==> config.mk <==
export PLATFORM = sky130hd
export DESIGN_NAME = seq_detector_param
export DESIGN_NICKNAME = d
export VERILOG_FILES = /design/src/rtl/seq_det_pkg.sv /design/src/rtl/sat_counter.sv /design/src/rtl/seq_detector_param.sv
export SDC_FILE = /design/constraint.sdc
export NUM_CORES = 1
export LEC_CHECK = 0
export ABC_AREA = 1
export BUFFER_PORTS_ARGS = -buffer_cell sky130_fd_sc_hd__buf_4
export CORE_ASPECT_RATIO = 1.1
export CORE_MARGIN = 1
export CORE_UTILIZATION = 35
export DETAILED_ROUTE_END_ITERATION = 8
export SLEW_MARGIN = 20
export SYNTH_ARGS = -nofsm -noshare
export SYNTH_HDL_FRONTEND = slang
export SYNTH_SLANG_ARGS = --single-unit
==> constraint.sdc <==
create_clock -name clk -period 1.8 [get_ports clk]
set_input_delay 0.18 -clock clk [delete_from_list [all_inputs] [get_ports clk]]
set_output_delay 0.18 -clock clk [all_outputs]
set_load 0.03 [all_outputs]
==> src/rtl/seq_det_pkg.sv <==
// Shared constants and width helpers for the parametrised serial pattern detector.
package seq_det_pkg;

    localparam logic [3:0] DEF_PAT_0101 = 4'b0101;
    localparam int         DEF_CNT_W    = 8;

    function automatic int clog2(input int value);
        int r;
        int v;
        r = 0;
        v = value - 1;
        while (v > 0) begin
            r = r + 1;
            v = v >> 1;
        end
        return r;
    endfunction

    // fill counts 0..n inclusive, so it needs room for n+1 distinct values.
    function automatic int fill_w(input int n);
        return clog2(n + 1);
    endfunction

endpackage

==> src/rtl/sat_counter.sv <==
// Saturating up-counter; a clear wins over a simultaneous increment.
module sat_counter
    import seq_det_pkg::*;
#(
    parameter int CNT_W = DEF_CNT_W
) (
    input  logic             clk,
    input  logic             rst_n,
    input  logic             inc,
    input  logic             clr,
    output logic [CNT_W-1:0] count
);

    logic [CNT_W-1:0] count_q;
    logic [CNT_W-1:0] count_d;

    always_comb begin
        count_d = count_q;
        if (clr) begin
            count_d = '0;
        end else if (inc && (count_q != {CNT_W{1'b1}})) begin
            count_d = count_q + CNT_W'(1);
        end
    end

    always_ff @(posedge clk or negedge rst_n) begin
        if (!rst_n) begin
            count_q <= '0;
        end else begin
            count_q <= count_d;
        end
    end

    assign count = count_q;

endmodule

==> src/rtl/seq_detector_param.sv <==
// Serial bit-pattern detector with run-time reloadable pattern, Moore and Mealy
// match outputs and a saturating match counter.
module seq_detector_param
    import seq_det_pkg::*;
#(
    parameter int           N       = 4,
    parameter logic [N-1:0] PATTERN = N'(DEF_PAT_0101),
    parameter bit           OVERLAP = 1'b1,
    parameter int           CNT_W   = DEF_CNT_W,
    localparam int          FW      = fill_w(N)
) (
    input  logic             clk,
    input  logic             reset,
    input  logic             x,
    input  logic             en,
    input  logic             pat_load,
    input  logic [N-1:0]     pat_in,
    input  logic             clr_count,
    output logic             moore_match,
    output logic             mealy_match,
    output logic [CNT_W-1:0] match_count,
    output logic [FW-1:0]    fill
);

    localparam logic [FW-1:0] FILL_FULL = FW'(N);
    localparam logic [FW-1:0] FILL_ARM  = FW'(N - 1);

    logic [N-1:0]  hist_q, hist_d, hist_shift;
    logic [N-1:0]  pat_q, pat_d;
    logic [FW-1:0] fill_q, fill_d, fill_inc;
    logic          moore_q;
    logic          match_now;

    // A match needs N-1 stored bits plus the current x; the fill guard keeps
    // the zeroed reset history from ever matching an all-zero pattern.
    always_comb begin
        hist_shift = {hist_q[N-2:0], x};
        fill_inc   = (fill_q == FILL_FULL) ? FILL_FULL : fill_q + FW'(1);
        match_now  = en & ~pat_load & (fill_q >= FILL_ARM) & (hist_shift == pat_q);

        hist_d = hist_q;
        fill_d = fill_q;
        pat_d  = pat_q;
        if (pat_load) begin
            pat_d  = pat_in;
            fill_d = '0;
        end else if (en) begin
            hist_d = hist_shift;
            fill_d = (match_now && !OVERLAP) ? '0 : fill_inc;
        end
    end

    always_ff @(posedge clk or negedge reset) begin
        if (!reset) begin
            hist_q  <= '0;
            fill_q  <= '0;
            pat_q   <= PATTERN;
            moore_q <= 1'b0;
        end else begin
            hist_q  <= hist_d;
            fill_q  <= fill_d;
            pat_q   <= pat_d;
            moore_q <= match_now;
        end
    end

    sat_counter #(
        .CNT_W(CNT_W)
    ) u_match_cnt (
        .clk  (clk),
        .rst_n(reset),
        .inc  (match_now),
        .clr  (clr_count),
        .count(match_count)
    );

    assign moore_match = moore_q;
    assign mealy_match = match_now;
    assign fill        = fill_q;

endmodule

==> results_dict.tcl, run 1 <==
set metrics [dict create \
    syn_to_final_growth_pct 24.22 \
    dr.pass1.iters 5 \
    fin_skew_ns 0.006859 \
    critPathArrivalTime_ns 1.53 \
    synth_cell_types 22 \
    syn-num-nets 163 \
    max_cap_violations 0 \
    synth-seq-cells 19 \
    setup_violations 0 \
    grt_pass1_vias 955 \
    worst_pin_slew_ns 0.4755 \
    cts.htree.levels 1 \
    syn_inst 149 \
    violations "design-rule violations" \
    critPathSlowestCell "dfrtp_1" \
    hpwl_um 1703 \
    avgSynthCellArea_um2 7.835 \
    finalPower_w 0.0008725 \
    worstPathCellList "ha_1 -> ha_2 -> nor2_4 -> a21oi_4 -> nand3_4 -> inv_1 -> buf_6" \
    num_antenna_cells 0 \
    core_area_um2 3100 \
    worstHoldStart "pat_in[3]" \
    die_w_um 57.07 \
    cp.required_ns 1.62 \
    antenna_found_initial 0 \
    cp_max_fo 2 \
    layout-drive-gt1-share 0.2626 \
    dp_slack_ns 0.2021 \
    clk_latency_ns 0.31 \
    reg2reg_from "fill[0]" \
    syn_area_um2 1167 \
    cts-root-to-sink-buffers 2 \
    post-route-min-period_ns 1.710 \
    grt_pass1_wl_um 4098 \
    slew_headroom 0.6826 \
    hold_class "input port to flip-flop" \
    num_vias 1008 \
    peakVddDrop_v 0.0003044 \
    synth_area_leader_cell "dfrtp_1" \
    cp-end-kind "output port" \
    final_util 0.4677 \
    port_buffers 22 \
    grt_usage 0.1451 \
    routedWlPerCell_um 10.83 \
    finalCritPeriodShare 0.9501 \
    ios 23 \
    numCtsBuffers 3 \
    drt_iter0_drc 35 \
    drv_slew 0 \
    max_freq_ghz 0.5847 \
    drtAntennaViolNets 0 \
    cpPeakStageDelay_ns 0.37 \
    overflow 0 \
    powerDensity_nw_per_um2 601.7 \
    routed_wl_um 2307 \
    yosys_warnings 0 \
    hold_violations 0 \
    synth_top_cell_area_share 0.3644 \
    fin_ws_ns 0.08984 \
    crit_path_start_kind "flip-flop" \
    die_h_um 62.57 \
    worstSetupStartpoint "fill[0]" \
    start_util 0.3765 \
    root_buffer "clkbuf_4" \
    numClockSinks 19 \
    cts_tree "done" \
    dieArea_um2 3571 \
    status "finished with violations" \
    clkTransAtPathRegs_ns 0.12 \
    gp_congestion 0.7131 \
    fin_nets 194 \
    ys_seq_area_frac 0.4094 \
    reg2reg_depth 9 \
    power.leakage_nw 0.8185 \
    grt_max_degree 20 \
    fin_setup_tns_ns 0 \
    row_count 21 \
    netlist_top_cells_area "dfrtp_1 36%, nand2_1 14%, nand3_1 9.0%" \
    path_class "flip-flop to output port" \
    viasPerCell 4.732 \
    drc 2 \
    hold_depth 3 \
]
## final timing paths
kind | endpoint | slack (ns)
setup / recovery | mealy_match | 0.09
hold / removal | pat_q[3] | 0.07
setup reg to reg | u_match_cnt.count[5] | 0.29
hold reg to reg | pat_q[0] | 0.51
max in group asynchronous | pat_q[0] | 1.26
min in group asynchronous | u_match_cnt.count[3] | 0.26
## timing repair
action                                  4_1_cts  5_1_grt
endpoints found under the setup margin        1        1
setup buffers                                 3        3
gates resized for setup                       1        3
endpoints found under the hold margin        19        0
pin swaps                                     2        3
hold buffers                                  1        0
## cells in the mapped netlist
master / instances
nor2_8: 2
or2_2: 1
nor2_4: 1
nand3_4: 1
dfrtp_1: 17
o21bai_1: 1
nand4_4: 1
ha_1: 4
nand2_1: 45
buf_2: 2
nand3_1: 21
a21oi_4: 1
inv_4: 1
nand2_2: 1
xor2_1: 3
nand2_4: 1
dfstp_2: 2
o21ai_0: 10
buf_6: 1
inv_1: 27
inv_2: 1
nor2_1: 5
## routing by layer
layer / GRT usage / routed length, um
met1: 0.1785 / 1039
met2: 0.2529 / 1145
met3: 0.02070 / 87
met4: 0.05488 / 35
met5: 0 / 0
## worst max-delay path: cells and delay by family, from the launching register on
family	cells	cell delay (ns)
adder cells (fa/ha/maj)	2	0.34
flip-flops	1	0.37
AND/OR/NAND/NOR	2	0.12
buffers and inverters	2	0.24
AO/OA/AOI/OAI	1	0.17
## cell families after synthesis
family                     synth area share
DFF                                  0.4094
and+or+nand+nor                      0.3483
buffers and inverters                0.1136
adders and majority gates           0.04287
AOI/OAI and AO/OA                   0.06324
xor gates and xnor gates            0.02251
## per-stage QoR
step / instance area [um2] / hold slack, ns / std cells
floorplan: 1167 / -0.1156 / 149
global placement: 1354 / 0.07214 / 202
detailed placement: 1354 / 0.07416 / 202
CTS: 1416 / 0.06430 / 210
global route: 1450 / 0.05786 / 213
finish: 1450 / 0.07312 / 213
## state kept, by name, indices dropped and copies added, names as in the netlist
register	count
fill	3
hist_q	3
moore_match	1
pat_q	4
u_match_cnt.count	8
## where the power goes
part           switching [W]  total, W  internal (W)  leakage, nW
registers          0.0000147  0.000468      0.000453        0.250
logic               0.000105  0.000176     0.0000707        0.551
clock network       0.000146  0.000229     0.0000830       0.0177
## placed cells by master (no fill, tap or decap), types with 3 or more instances in the layout
cell type | Yosys | final
nor2_1 | 5 | 4
xor2_1 | 3 | 3
dfrtp_1 | 17 | 17
o21ai_0 | 10 | 10
buf_4 | 0 | 27
nand2_1 | 45 | 45
inv_1 | 27 | 27
clkbuf_4 | 0 | 3
ha_1 | 4 | 3
nand3_1 | 21 | 21
## area by class of cell
type | instances | area (um2)
clock buffer | 3 | 22.52
clock inverter | 1 | 5.005
fill | 326 | 1650
inverter | 29 | 111.4
multi-input combinational | 98 | 566.8
sequential | 19 | 478.0
tap | 34 | 42.54
timing repair buffer | 29 | 224.0
Note: power is estimated with default switching activity, not from simulation.
==> inputs of run 2 (changes only) <==
--- a/config.mk
+++ b/config.mk
@@ -6,7 +6,7 @@
 export NUM_CORES = 1
 export LEC_CHECK = 0
 export ABC_AREA = 1
-export BUFFER_PORTS_ARGS = -buffer_cell sky130_fd_sc_hd__buf_4
+export BUFFER_PORTS_ARGS = -buffer_cell sky130_fd_sc_hd__clkbuf_2
 export CORE_ASPECT_RATIO = 1.1
 export CORE_MARGIN = 1
 export CORE_UTILIZATION = 35
==> run 2 against run 1 <==
  * Design area decreased by 4.8%
  * Clock power about the same
  * Critical path depth unchanged
  * First-iteration DRC count unchanged
  * Register-to-register slack got worse by 0.02 ns
  * Total power decreased by 2.1%
  * The run still ends with design-rule violations left
  * Clock-buffer cell count unchanged
  * Wire length decreased by 1.3%
==> results_dict.tcl, run 2 (synthesis gave the netlist of run 1 again) <==
set metrics [dict create \
    status "finished with violations" \
    violations "design-rule violations" \
    largest_reg_flops 8 \
    overflow 0 \
    slew_headroom 0.6633 \
    fin_cells 211 \
    crit_path_start_kind "flip-flop" \
    cts_tree "done" \
    routed_wl_um 2278 \
    viasPerCell 4.697 \
    final_cell_mix "45 x nand2_1, 25 x inv_1, 21 x nand3_1, 21 x clkbuf_2, 17 x dfrtp_1" \
    die_w_um 57.07 \
    drtAntennaViolNets 0 \
    final_util 0.4451 \
    num_vias 991 \
    routedWlPerCell_um 10.80 \
    cts.htree.levels 1 \
    cp.required_ns 1.62 \
    numCtsBuffers 3 \
    root_buffer "clkbuf_4" \
    hold_class "input port to flip-flop" \
    die_h_um 62.57 \
    cts-root-to-sink-buffers 2 \
    max_cap_violations 0 \
    reg2reg_from "fill[0]" \
    port_buffers 22 \
    numClockSinks 19 \
    cp-end-kind "output port" \
    row_count 21 \
    worstHoldStart "pat_in[0]" \
    drc 2 \
    hpwl_um 1614 \
    dr.pass1.iters 6 \
    gp_congestion 0.7178 \
    fin_skew_ns 0.001111 \
    grt_pass1_vias 878 \
    syn_to_final_growth_pct 18.22 \
    ios 23 \
    critPathArrivalTime_ns 1.55 \
    power.leakage_nw 0.7875 \
    clk_latency_ns 0.30 \
    powerDensity_nw_per_um2 618.9 \
    drt_iter0_drc 35 \
    finalCritPeriodShare 0.9612 \
    start_util 0.3765 \
    cp_max_fo 2 \
    dieArea_um2 3571 \
    fillCellCount 337 \
    dp_slack_ns 0.2057 \
    grt_max_degree 20 \
    hold_violations 0 \
    drv_slew 0 \
    max_freq_ghz 0.5780 \
    place_area_um2 1299 \
    worstSetupStartpoint "fill[0]" \
    path_class "flip-flop to output port" \
    placed_cells 202 \
    fin_nets 192 \
    peakVddDrop_v 0.0003509 \
    setup_violations 0 \
    grt_usage 0.1338 \
    layout-drive-gt1-share 0.2655 \
    antenna_found_initial 0 \
    final_area_um2 1380 \
    reg2reg_depth 9 \
    layout_commonest_cell "nand2_1" \
    clkTransAtPathRegs_ns 0.12 \
    worst_pin_slew_ns 0.5051 \
    hold_depth 3 \
    grt_pass1_wl_um 3781 \
    core_area_um2 3100 \
    num_antenna_cells 0 \
    post-route-min-period_ns 1.730 \
    fin_ws_ns 0.06987 \
]
run 2: changes by cell type in the layout (fill, tap and decap cells not counted), sizes merged:
cell	previous run	this run
buf	28	4
clkbuf	3	25
run 2: path summary, 6_finish.rpt:
path / end / slack, ns
setup reg to reg: u_match_cnt.count[2] / 0.27
hold reg to reg: pat_q[2] / 0.51
hold / removal: pat_q[0] / 0.07
min in group asynchronous: u_match_cnt.count[3] / 0.36
max in group asynchronous: pat_q[2] / 1.07
setup / recovery: mealy_match / 0.07
run 2: worst max-delay path, stage by stage (launching register included):
cell      delay (ns)
dfrtp_1         0.41
ha_2            0.18
ha_1            0.18
nor2_2          0.13
a21oi_4         0.09
nand3_4         0.09
inv_2           0.04
clkbuf_8        0.15
run 2: through the flow:
step / power (W) / TNS, ns / hold WS, ns
floorplan: 0.0005873 / 0 / -0.1156
global placement: 0.0006206 / 0 / 0.1647
detailed placement: 0.0006272 / 0 / 0.1753
CTS: 0.0008597 / 0 / 0.07150
global route: 0.0008968 / -0.004964 / 0.08732
finish: 0.0008542 / 0 / 0.07104
run 2: power by group:
part	internal, W	switching (W)	total [W]
registers	0.000453	0.0000148	0.000468
logic	0.0000555	0.000104	0.000159
clock network	0.0000827	0.000144	0.000227
total	0.000591	0.000263	0.000854
run 2: final cells by class:
| class | count | area (um2) | area share |
|---|---|---|---|
| Multi-Input combinational cell | 98 | 561.8 | 0.4071 |
| Tap cell | 34 | 42.54 | 0.03083 |
| Clock inverter | 1 | 5.005 | 0.003626 |
| Inverter | 29 | 111.4 | 0.08069 |
| Clock buffer | 3 | 22.52 | 0.01632 |
| Timing Repair Buffer | 27 | 158.9 | 0.1151 |
| Sequential cell | 19 | 478.0 | 0.3463 |
run 2: per-layer routing:
layer | GRT usage | wire, um | up-vias | part of all wire
met5 | 0 | 0 | - | 0
met1 | 0.1651 | 1003 | 456 | 0.44
met4 | 0.03659 | 15 | 0 | 0.0066
met3 | 0.02277 | 95 | 2 | 0.042
met2 | 0.2368 | 1164 | 23 | 0.51
li1 | - | - | 510 | -
run 2: what timing repair did:
item / CTS / global route
buffers inserted: 3 / 1
hold endpoints to repair: 17 / 0
setup endpoints to repair: 1 / 1
pin swaps: 2 / 3
resized for setup: 3 / 3
hold buffers: 1 / 0
==> inputs of run 3 (changes only) <==
==> constraint.sdc (replaced) <==
create_clock -name clk -period 1.8 [get_ports clk]
set_input_delay 0.54 -clock clk [delete_from_list [all_inputs] [get_ports clk]]
set_output_delay 0.54 -clock clk [all_outputs]
set_load 0.03 [all_outputs]
==> run 3 against run 2 <==
  * The flow finishes with violations (design-rule violations, negative setup slack)
  * Die area did not move
  * Fmax shrank 17%
  * Clock power fell by 4%
  * Flip-flop and latch count stayed put
  * Setup slack got worse by 0.34 ns
  * Clock skew is 0.0030 ns higher
  * Wire length shrank 0.66%
  * Clock-buffer cell count rose by 1
  * Sequential power about the same
  * Total power rose by 1.4%
  * Cell count is 1.9% higher
  * Critical endpoint unchanged
  * Largest power group unchanged
==> results_dict.tcl, run 3 (synthesis gave the netlist of run 1 again) <==
set metrics [dict create \
    syn_to_final_growth_pct 23.79 \
    hold_violations 0 \
    numClockSinks 19 \
    core_area_um2 3100 \
    crit_path_start_kind "flip-flop" \
    seq_area_um2 481.7 \
    critPathArrivalTime_ns 1.53 \
    final_area_um2 1445 \
    seq_power_share 0.544 \
    internal_power_w 0.0006093 \
    cts-root-to-sink-buffers 2 \
    grt_max_degree 20 \
    ios 23 \
    slew_headroom 0.6727 \
    drt_iter0_drc 56 \
    port_buffers 22 \
    fin_setup_tns_ns -0.2748 \
    grt_use_met1 0.1684 \
    power_switching_w 0.0002565 \
    routedWlPerCell_um 10.53 \
    reg2reg_depth 9 \
    cts.htree.levels 1 \
    power.leakage_nw 0.7968 \
    num_antenna_cells 0 \
    violations "design-rule violations, negative setup slack" \
    row_count 21 \
    root_buffer "clkbuf_4" \
    dp_slack_ns -0.04308 \
    setup_violations 1 \
    pwr-share-clk 0.252 \
    num_vias 971 \
    fin_nets 196 \
    powerDensity_nw_per_um2 599.1 \
    largest_reg_flops 8 \
    clk_latency_ns 0.29 \
    die_h_um 62.57 \
    overflow 0 \
    die_w_um 57.07 \
    grt_usage 0.1461 \
    grt_pass1_wl_um 4084 \
    max_freq_ghz 0.4820 \
    dieArea_um2 3571 \
    dr.pass1.iters 6 \
    antenna_found_initial 0 \
    gp_congestion 0.7288 \
    cts_tree "done" \
    routed_wl_um 2263 \
    peakVddDrop_v 0.0002511 \
    viasPerCell 4.516 \
    grt_pass1_vias 963 \
    reg2reg_to "u_match_cnt.count[6]" \
    place_area_um2 1406 \
    ctsHoldBuffers 0 \
    hold_class "input port to asynchronous set/reset pin" \
    cp.required_ns 1.26 \
    regToRegSetupSlack_ns 0.32 \
    grt_setup_unrepaired "true" \
    hpwl_um 1742 \
    max_cap_violations 0 \
    finalCritPeriodShare 1.153 \
    grt_use_met2 0.2603 \
    fin_ws_ns -0.2748 \
    start_util 0.3765 \
    drv_slew 0 \
    status "finished with violations" \
    post-route-min-period_ns 2.075 \
    layout-drive-gt1-share 0.3039 \
    cp-end-kind "output port" \
    layout_commonest_cell "nand2_1" \
    drtAntennaViolNets 0 \
    grtUsageMet3 0.02484 \
    fillCellCount 334 \
    drc 2 \
    grt_busiest_layer "met2" \
    fin_skew_ns 0.004118 \
    combPwrFrac 0.204 \
    numCtsBuffers 3 \
    multiInputGateArea_um2 591.8 \
    clkTransAtPathRegs_ns 0.11 \
    switching_share 0.2963 \
    reg2reg_from "pat_q[2]" \
    final_cell_mix "44 x nand2_1, 26 x inv_1, 21 x nand3_1, 21 x clkbuf_2, 14 x dfrtp_1" \
    cp_max_fo 2 \
    worst_pin_slew_ns 0.4909 \
    path_class "flip-flop to output port" \
]
## run 3: cell types whose count changed in the layout (fill, tap and decap cells not counted), moves of 2 or more
| cell | before | now |
|---|---|---|
| buf_4 | 4 | 9 |
| dfrtp_2 | 0 | 3 |
| dfrtp_1 | 17 | 14 |
| ha_4 | 0 | 2 |
| inv_2 | 3 | 1 |
## run 3: routing by layer
layer | wire length [um] | vias to the layer above
met5 | 0 | -
met4 | 20 | 0
met3 | 64 | 2
met2 | 1165 | 18
met1 | 1012 | 432
li1 | - | 519
## run 3: timing repair
| item | 4_1_cts | 5_1_grt |
|---|---|---|
| hold endpoints to repair | 0 | 0 |
| setup buffers | 0 | 0 |
| endpoints found under the setup margin | 1 | 1 |
| resized for setup | 2 | 2 |
| pin swaps | 3 | 0 |
## run 3: worst max-delay path by stage
| stage | startpoint | endpoint | depth (start not counted) |
|---|---|---|---|
| floorplan | fill[1] | mealy_match | 6 |
| global placement | x | mealy_match | 8 |
| detailed placement | x | mealy_match | 8 |
| CTS | fill[0] | mealy_match | 7 |
| global route | fill[0] | mealy_match | 7 |
| finish | fill[0] | mealy_match | 7 |
## run 3: through the flow
stage / hold slack (ns) / instances / utilization / power (W)
floorplan: 0.2444 / 149 / - / 0.0005930
global placement: 0.4965 / 211 / 0.4536 / 0.0006531
detailed placement: 0.5059 / 211 / 0.4536 / 0.0006575
CTS: 0.1925 / 215 / 0.4649 / 0.0008846
global route: 0.2028 / 215 / 0.4661 / 0.0009234
finish: 0.1866 / 215 / 0.4661 / 0.0008658
## run 3: layout make-up
| class | instances | share of cell area |
|---|---|---|
| sequential | 19 | 0.3333 |
| tap | 34 | 0.02944 |
| inverter | 29 | 0.07965 |
| multi-input combinational | 98 | 0.4095 |
| clock buffer | 4 | 0.01818 |
| timing repair buffer | 31 | 0.1299 |
## run 3: power groups by stage
stage	sequential [W]	combinational [W]	clock, W
2_1_floorplan	0.000488	0.000105	0
3_3_place_gp	0.000478	0.000175	0
3_5_place_dp	0.000480	0.000178	0
4_1_cts	0.000471	0.000179	0.000234
5_1_grt	0.000474	0.000199	0.000250
6_report	0.000471	0.000177	0.000218
## run 3: critical path: stages (launching register included)
cell and delay [ns]:
dfrtp_2 0.44, ha_4 0.17, ha_4 0.15, nor2_4 0.09
a21oi_4 0.07, nand3_4 0.07, clkinvlp_4 0.10, buf_8 0.14
